===== src/rtl/act_mem_arb_pkg.sv =====
// rtl/act_mem_arb_pkg.sv - shared types and default widths for the activation memory arbiter
// Purpose: arbiter FSM state type plus default address/data widths, which
//          track the activation memory parameters.
package act_mem_arb_pkg;

  // Activation memory geometry: 4K words, bank = address MSB, N_DIM_ARRAY=4 bytes per word.
  localparam int ACT_ADDR_W = 12;
  localparam int ACT_DATA_W = 32;

  typedef enum logic [1:0] {
    IDLE  = 2'd0,
    WAIT  = 2'd1,
    FORCE = 2'd2
  } arb_state_e;

endpackage


===== src/rtl/act_mem_arb_perf.sv =====
// rtl/act_mem_arb_perf.sv - saturating conflict / forced-grant event counters
// Purpose: two 32-bit saturating event counters for arbiter profiling.
// Ports:
//   clk, reset            clock, asynchronous active-low reset
//   perf_clr              synchronous clear, wins over increment
//   inc_conflict          host request blocked this cycle
//   inc_force             arbiter in forced-grant cycle
//   perf_conflict_cnt     blocked-cycle count
//   perf_force_cnt        forced-grant cycle count
module act_mem_arb_perf (
  input  logic        clk,
  input  logic        reset,
  input  logic        perf_clr,
  input  logic        inc_conflict,
  input  logic        inc_force,
  output logic [31:0] perf_conflict_cnt,
  output logic [31:0] perf_force_cnt
);

  logic [31:0] r_conflict_cnt;
  logic [31:0] r_force_cnt;

  always_ff @(posedge clk or negedge reset) begin
    if (!reset) begin
      r_conflict_cnt <= '0;
      r_force_cnt    <= '0;
    end else if (perf_clr) begin
      r_conflict_cnt <= '0;
      r_force_cnt    <= '0;
    end else begin
      if (inc_conflict && (r_conflict_cnt != '1)) r_conflict_cnt <= r_conflict_cnt + 32'd1;
      if (inc_force && (r_force_cnt != '1))       r_force_cnt    <= r_force_cnt + 32'd1;
    end
  end

  assign perf_conflict_cnt = r_conflict_cnt;
  assign perf_force_cnt    = r_force_cnt;

endmodule


===== src/rtl/act_mem_arbiter.sv =====
// rtl/act_mem_arbiter.sv - activation memory bank-slot arbiter between host port and MAC engine
// Purpose: engine accesses win a bank slot; a host request blocked for
//          MAX_WAIT+1 cycles gets a forced slot while the engine is stalled.
//          Host read data returns one cycle after its grant.
// Optional: ACT_MEM_ARB_PERF_EN adds perf_clr / perf_conflict_cnt / perf_force_cnt.
// Ports:
//   clk, reset                          clock, asynchronous active-low reset
//   host_req/we/addr/wdata              host access request (held until granted)
//   host_gnt                            host access accepted this cycle
//   host_rvalid/rdata                   host read return
//   eng_rd_req/bank, eng_wr_req/bank    engine accesses this cycle
//   eng_stall                           engine must hold its request
//   mem_rd_en, mem_wr_en                gated engine enables
//   mem_rd_en_ext, mem_wr_en_ext        host strobes to memory
//   mem_addr_ext, mem_wr_data_ext       host address / write data
//   mem_rd_data_ext                     memory host read data (1-cycle latency)
module act_mem_arbiter
  import act_mem_arb_pkg::*;
#(
  parameter int ADDR_W   = ACT_ADDR_W,
  parameter int DATA_W   = ACT_DATA_W,
  parameter int MAX_WAIT = 15
) (
  input  logic              clk,
  input  logic              reset,
  input  logic              host_req,
  input  logic              host_we,
  input  logic [ADDR_W-1:0] host_addr,
  input  logic [DATA_W-1:0] host_wdata,
  output logic              host_gnt,
  output logic              host_rvalid,
  output logic [DATA_W-1:0] host_rdata,
  input  logic              eng_rd_req,
  input  logic              eng_rd_bank,
  input  logic              eng_wr_req,
  input  logic              eng_wr_bank,
  output logic              eng_stall,
  output logic              mem_rd_en,
  output logic              mem_wr_en,
  output logic              mem_rd_en_ext,
  output logic              mem_wr_en_ext,
  output logic [ADDR_W-1:0] mem_addr_ext,
  output logic [DATA_W-1:0] mem_wr_data_ext,
  input  logic [DATA_W-1:0] mem_rd_data_ext
`ifdef ACT_MEM_ARB_PERF_EN
  ,
  input  logic              perf_clr,
  output logic [31:0]       perf_conflict_cnt,
  output logic [31:0]       perf_force_cnt
`endif
);

  localparam int CNT_W = $clog2(MAX_WAIT + 1);

  arb_state_e       r_state;
  logic [CNT_W-1:0] r_wait_cnt;
  logic             r_rd_pend;

  logic w_hb;
  logic w_conflict;
  logic w_force;
  logic w_gnt;

  assign w_hb       = host_addr[ADDR_W-1];
  // Read and write to the host bank together still count as one conflict.
  assign w_conflict = host_req & ((eng_rd_req & (eng_rd_bank == w_hb)) |
                                  (eng_wr_req & (eng_wr_bank == w_hb)));
  assign w_force    = (r_state == FORCE);

  always_comb begin
    w_gnt = 1'b0;
    case (r_state)
      IDLE, WAIT: w_gnt = host_req & ~w_conflict;
      FORCE:      w_gnt = host_req;
      default:    w_gnt = 1'b0;
    endcase
  end

  always_ff @(posedge clk or negedge reset) begin
    if (!reset) begin
      r_state    <= IDLE;
      r_wait_cnt <= '0;
      r_rd_pend  <= 1'b0;
    end else begin
      r_rd_pend <= w_gnt & ~host_we;
      case (r_state)
        IDLE: begin
          if (w_conflict) begin
            r_state    <= WAIT;
            r_wait_cnt <= CNT_W'(1);
          end
        end
        WAIT: begin
          // A dropped request is a protocol violation; just abandon the wait.
          if (!host_req || !w_conflict) begin
            r_state    <= IDLE;
            r_wait_cnt <= '0;
          end else if (r_wait_cnt == CNT_W'(MAX_WAIT)) begin
            r_state <= FORCE;
          end else begin
            r_wait_cnt <= r_wait_cnt + CNT_W'(1);
          end
        end
        FORCE: begin
          r_state    <= IDLE;
          r_wait_cnt <= '0;
        end
        default: begin
          r_state    <= IDLE;
          r_wait_cnt <= '0;
        end
      endcase
    end
  end

  assign host_gnt        = w_gnt;
  assign eng_stall       = w_force;
  // Only the host's bank is taken away from the engine during a forced slot.
  assign mem_rd_en       = eng_rd_req & ~(w_force & (eng_rd_bank == w_hb));
  assign mem_wr_en       = eng_wr_req & ~(w_force & (eng_wr_bank == w_hb));
  assign mem_rd_en_ext   = w_gnt & ~host_we;
  assign mem_wr_en_ext   = w_gnt & host_we;
  assign mem_addr_ext    = w_gnt ? host_addr : '0;
  assign mem_wr_data_ext = w_gnt ? host_wdata : '0;
  assign host_rvalid     = r_rd_pend;
  assign host_rdata      = r_rd_pend ? mem_rd_data_ext : '0;

`ifdef ACT_MEM_ARB_PERF_EN
  act_mem_arb_perf u_perf (
    .clk               (clk),
    .reset             (reset),
    .perf_clr          (perf_clr),
    .inc_conflict      (host_req & ~w_gnt),
    .inc_force         (w_force),
    .perf_conflict_cnt (perf_conflict_cnt),
    .perf_force_cnt    (perf_force_cnt)
  );
`endif

endmodule


===== config.mk =====
export PLATFORM = sky130hd
export DESIGN_NAME = act_mem_arbiter
export DESIGN_NICKNAME = d
export VERILOG_FILES = /design/src/rtl/act_mem_arb_pkg.sv /design/src/rtl/act_mem_arb_perf.sv /design/src/rtl/act_mem_arbiter.sv
export SDC_FILE = /design/constraint.sdc
export NUM_CORES = 1
export LEC_CHECK = 0
export BUFFER_PORTS_ARGS = -buffer_cell sky130_fd_sc_hd__buf_2
export CORE_AREA = 2 2 64 66
export CTS_CLUSTER_DIAMETER = 150
export DETAILED_ROUTE_END_ITERATION = 6
export DIE_AREA = 0 0 66 68
export PLACE_DENSITY = 0.78
export SLEW_MARGIN = 25
export SYNTH_ARGS = -nofsm -noshare
export SYNTH_HDL_FRONTEND = slang
export SYNTH_SLANG_ARGS = --single-unit

===== constraint.sdc =====
create_clock -name clk -period 1.56 [get_ports clk]
set_input_delay 0 -clock clk [delete_from_list [all_inputs] [get_ports clk]]
set_output_delay 0 -clock clk [all_outputs]
set_load 0.005 [all_outputs]

After elaboration in Yosys (flattened, before gate mapping):

Cells that the tools add are included.

* input port bits: 84
* output and inout bits: 83
* word-level logic and storage cells: 46
* bits in registers: 7

* $add $sub $neg: 1
* multiplexer cells: 12
* equal/unequal tests: 8
* reductions and logical operators: 7
* bitwise operators: 15

Operators by type and width (count)
* 32-bit 2-to-1 mux: 2
* 12-bit 2-to-1 mux: 1
* 4-bit 2-to-1 mux: 3
* 1-bit AND: 10
* 4-bit one-hot mux with 2 select lines: 1
* 2-bit 2-to-1 mux: 3
* 3-bit inequality test (second input constant): 2
* 4-bit by 1-bit adder with 4-bit output (second input constant): 1
* 4-bit == test (second input constant): 1
* 1-bit NOT: 4
* 2-bit one-hot mux with 2 select lines: 1
* 2-bit AND reduction: 2
* 1-bit == test: 2
* 2-bit by 1-bit == test with 1-bit output (second input constant): 1
* 2-bit == test (second input constant): 1
* 1-bit logical NOT: 2
* 2-bit logical NOT: 1
* 2-bit inequality test (second input constant): 1
* 1-bit one-hot mux with 2 select lines: 1
* 2-bit OR reduction: 1
* 1-bit logical OR: 1
* 1-bit bitwise OR: 1

Longest topological paths before layout:

* depth in word-level cells: 8
* gate-level depth with buffers: 6

Worst setup path before layout:

OpenSTA, ideal clock, no wires.

* path kind: reg2reg
* start: register r_wait_cnt[0]
* end: register r_wait_cnt[2]
* clock period less this slack: 1379 ps
* path buffers: 0
* path slack: 181 ps
* data arrival time: 1302 ps
* library setup time: 78 ps
* cell stages (with the launch flop): 6
* path through: dfrtp_1 > ha_1 > nand2_1 > nor2_1 > or4_1 > a21oi_1

* word-level cells in the longest chain between the ends: 4
* elaborated cells between the ends (all ways): 7

RTL lines
* start, declared: line act_mem_arbiter.sv:56 `logic [CNT_W-1:0] r_wait_cnt;`
* start signal, assigned: line act_mem_arbiter.sv:101 `r_wait_cnt <= r_wait_cnt + CNT_W'(1);`
* 4-bit by 1-bit adder with 4-bit output: line act_mem_arbiter.sv:101
* 4-bit 2-to-1 mux: line act_mem_arbiter.sv:98 `end else if (r_wait_cnt == CNT_W'(MAX_WAIT)) begin`
* 4-bit 2-to-1 mux: line act_mem_arbiter.sv:95 `if (!host_req || !w_conflict) begin`
* 4-bit one-hot mux with 2 select lines: line act_mem_arbiter.sv:86 `case (r_state)`

Several ways; a longest one is shown, not always the timed one. The select of a mux whose other input is x is not followed.
A chain may end at the register's enable or synchronous reset.

Final worst setup path:

* start: register r_state[1]
* end: output mem_addr_ext[0]

* word-level cells in the longest chain between the ends: 4
* elaborated cells between the ends (all ways): 6

RTL lines
* start, declared: line act_mem_arbiter.sv:55 `arb_state_e r_state;`
* start signal, assigned: line act_mem_arbiter.sv:81 `r_state <= IDLE;`
* start signal, assigned: line act_mem_arbiter.sv:89 `r_state <= WAIT;`
* start signal, assigned: line act_mem_arbiter.sv:96 `r_state <= IDLE;`
* 2-bit by 1-bit == test with 1-bit output / 2-bit logical NOT (equally long branches): line act_mem_arbiter.sv:72 `case (r_state)`
* 2-bit OR reduction: line act_mem_arbiter.sv:72
* 1-bit one-hot mux with 2 select lines (*): line act_mem_arbiter.sv:72
* 12-bit 2-to-1 mux (*): line act_mem_arbiter.sv:123 `assign mem_addr_ext = w_gnt ? host_addr : '0;`
* end, declared: line act_mem_arbiter.sv:42 `output logic [ADDR_W-1:0] mem_addr_ext,`

Every way passes the cells marked *; elsewhere a longest branch is shown, timed or not.

==> flow_metrics.tcl <==
set metrics [dict create \
    detail-route-antenna-nets 0 \
    fin_ws_ns -0.0203 \
    rsz0062_at_grt "yes" \
    drc 0 \
    viasPerCell 4.49 \
    synth_seq_cells 7 \
    drive_gt1_frac 0.648 \
    synth_area_um2 1030 \
    synth_top_family_by_area "simple AND/OR/NAND/NOR gates" \
    synth_warnings 0 \
    drtIter0Drc 76 \
    core_area_um2 3860 \
    grt_pass1_wl_um 5550 \
    nets 387 \
    fin_crit_sh 1.01 \
    grt_pass1_vias 1162 \
    ys_seq_area_frac 0.171 \
    crit_arrival_ns 1.58 \
    synthMuxAreaShare 0.00976 \
    min_path_cells 3 \
    gp_congestion 0.794 \
    fmax_mhz 633 \
    failed_checks "negative setup slack" \
    clk_latency_ns 0.23 \
    reg2reg_depth 5 \
    syn_nets 221 \
    required_ns 1.56 \
    setup_viol 6 \
    layout_common_cells "buf_2 (156), and2_1 (33), and3_1 (31), and3_4 (11), buf_6 (10)" \
    slew_viol_final 0 \
    setup_tns_ns -0.0635 \
    fp.dieH_um 68 \
    synth_cell_types 31 \
    crit_type "flop to output port" \
    dpl-instance-area_um2 1860 \
    hold_class "input pin to flop" \
    finalHoldViolCount 0 \
    crit_path_start_kind "flop" \
    worstMarginPinSlew_ns 0.634 \
    grt_antenna_before_repair 0 \
    track_usage 0.158 \
    synth_simple_gate_area_share 0.576 \
    h-tree-depth 1 \
    cts_buffers 3 \
    seq_area_um2 175 \
    synthCells 136 \
    die_area_um2 4490 \
    relSlewSlack 0.578 \
    routed_wl_um 4570 \
    clock_sinks 7 \
    synth-compound-area-share 0.0890 \
    clock_path_buffers 2 \
    p_leak_nw 1.37 \
    initial_core_util 0.266 \
    rows 23 \
    io_pins 167 \
    status "finished with violations" \
    n_antenna_cell 0 \
    cp_max_fo 23 \
    grt_max_degree 46 \
    fillerInstances 356 \
    die_w_um 66 \
    avgRoutedWirePerCell_um 13.0 \
    io_buffers 166 \
    dp_hpwl_um 3450 \
    dr.pass1.iters 4 \
    endpoint_kind "output port" \
    clkSlewWorstSetupHoldPaths_ns 0.04 \
    area_growth_pct 104 \
    vias 1576 \
    irDropWorstVdd_uv 450 \
    r2r_slack_ns 0.11 \
    multi_input_area_um2 801 \
    cts_tree "done" \
    synth_adder_area_share 0.0122 \
    skew_ns 0.000265 \
    overflow 0 \
    min_period_ns 1.58 \
    synth.avg_cell_area_um2 7.54 \
    drv_cap 0 \
    yosys.area_share.xor_xnor 0.0329 \
    final_common_cell "buf_2" \
    fin_area_um2 2090 \
    cts_root_buf "clkbuf_8" \
    power_density_nw_per_um2 473 \
]
==> path summary, 6_finish.rpt <==
path                                from               to
setup / recovery              r_state[1]  mem_addr_ext[0]
hold / removal                  host_req      host_rvalid
setup reg to reg           r_wait_cnt[0]    r_wait_cnt[1]
hold reg to reg               r_state[1]    r_wait_cnt[2]
max in group asynchronous          reset    r_wait_cnt[0]
min in group asynchronous          reset       r_state[1]
==> routing by layer <==
layer | track usage | part of all wire
met5 | 0 | 0
met4 | 0.0281 | 0.0035
met3 | 0.0345 | 0.089
met2 | 0.285 | 0.51
met1 | 0.195 | 0.40
==> final cells by class <==
type,instances,area share
timing repair buffer,175,0.478
multi-input combinational,113,0.383
sequential,7,0.0838
tap,50,0.0299
clock buffer,4,0.0216
inverter,2,0.00359
==> power by group <==
part / switching [mW] / total (mW) / internal (mW)
sequential: 0.0248 / 0.222 / 0.197
combinational: 0.210 / 0.511 / 0.301
clock: 0.0780 / 0.255 / 0.177
==> synth_stat cells <==
library cell | count | area (µm²)
clkbuf_1 | 9 | 33.8
buf_8 | 4 | 60.1
a21boi_0 | 2 | 15.0
a32oi_2 | 1 | 16.3
xnor2_2 | 1 | 16.3
mux2i_1 | 1 | 10.0
a21oi_1 | 1 | 5.00
ha_1 | 1 | 12.5
nand3_1 | 3 | 15.0
nor2_1 | 7 | 26.3
or4_1 | 1 | 7.51
dfrtp_1 | 7 | 175
o21a_1 | 1 | 7.51
xnor2_1 | 2 | 17.5
nand2b_1 | 1 | 6.26
nand2_1 | 1 | 3.75
and2b_1 | 1 | 7.51
nor3b_1 | 1 | 7.51
a21o_1 | 1 | 7.51
nor3_1 | 2 | 10.0
inv_1 | 2 | 7.51
buf_6 | 1 | 11.3
and3_1 | 40 | 250
a32o_1 | 2 | 20.0
or2_1 | 1 | 6.26
nor4_1 | 1 | 6.26
a221oi_1 | 1 | 8.76
o21ai_0 | 1 | 5.00
and3_2 | 5 | 37.5
and2_1 | 33 | 206
a31oi_1 | 1 | 6.26
==> stage by stage <==
stage / hold WS, ns / cells / setup WS [ns] / utilization / total power, mW
final: 0.124 / 351 / -0.0203 / 0.542 / 0.988
after global routing: 0.142 / 351 / -0.0589 / 0.542 / 1.05
after CTS: 0.135 / 351 / -0.00277 / 0.511 / 0.948
after detailed placement: -0.157 / 342 / 0.121 / 0.482 / 0.653
after global placement: -0.163 / 342 / 0.155 / 0.482 / 0.645
after floorplan: -0.296 / 136 / 0.181 / - / 0.451
==> cell families after synthesis <==
family                   after synthesis
adder cells (fa/ha/maj)                1
XOR/XNOR                               3
AO/OA/AOI/OAI                         11
buffers and inverters                 16
flip-flops                             7
multiplexers                           1
AND/OR/NAND/NOR                       97
==> timing repair <==
item / CTS / global route
pin swaps: 1 / 0
setup buffers: 2 / 0
cloned: 1 / 0
hold buffers: 2 / 0
gates resized for setup: 4 / 21
endpoints found under the setup margin: 9 / 45
hold endpoints to repair: 8 / 0
==> critical path, stage by stage, from the launching register on <==
cell,delay (ns)
dfrtp_1,0.39
and2b_2,0.21
or2_4,0.27
buf_12,0.16
and3_2,0.20
buf_2,0.12
==> sequential cells by signal, indices dropped and copies added (netlist names) <==
signal       cells
host_rvalid      1
r_state          2
r_wait_cnt       4
(Power assumes the default switching activity.)
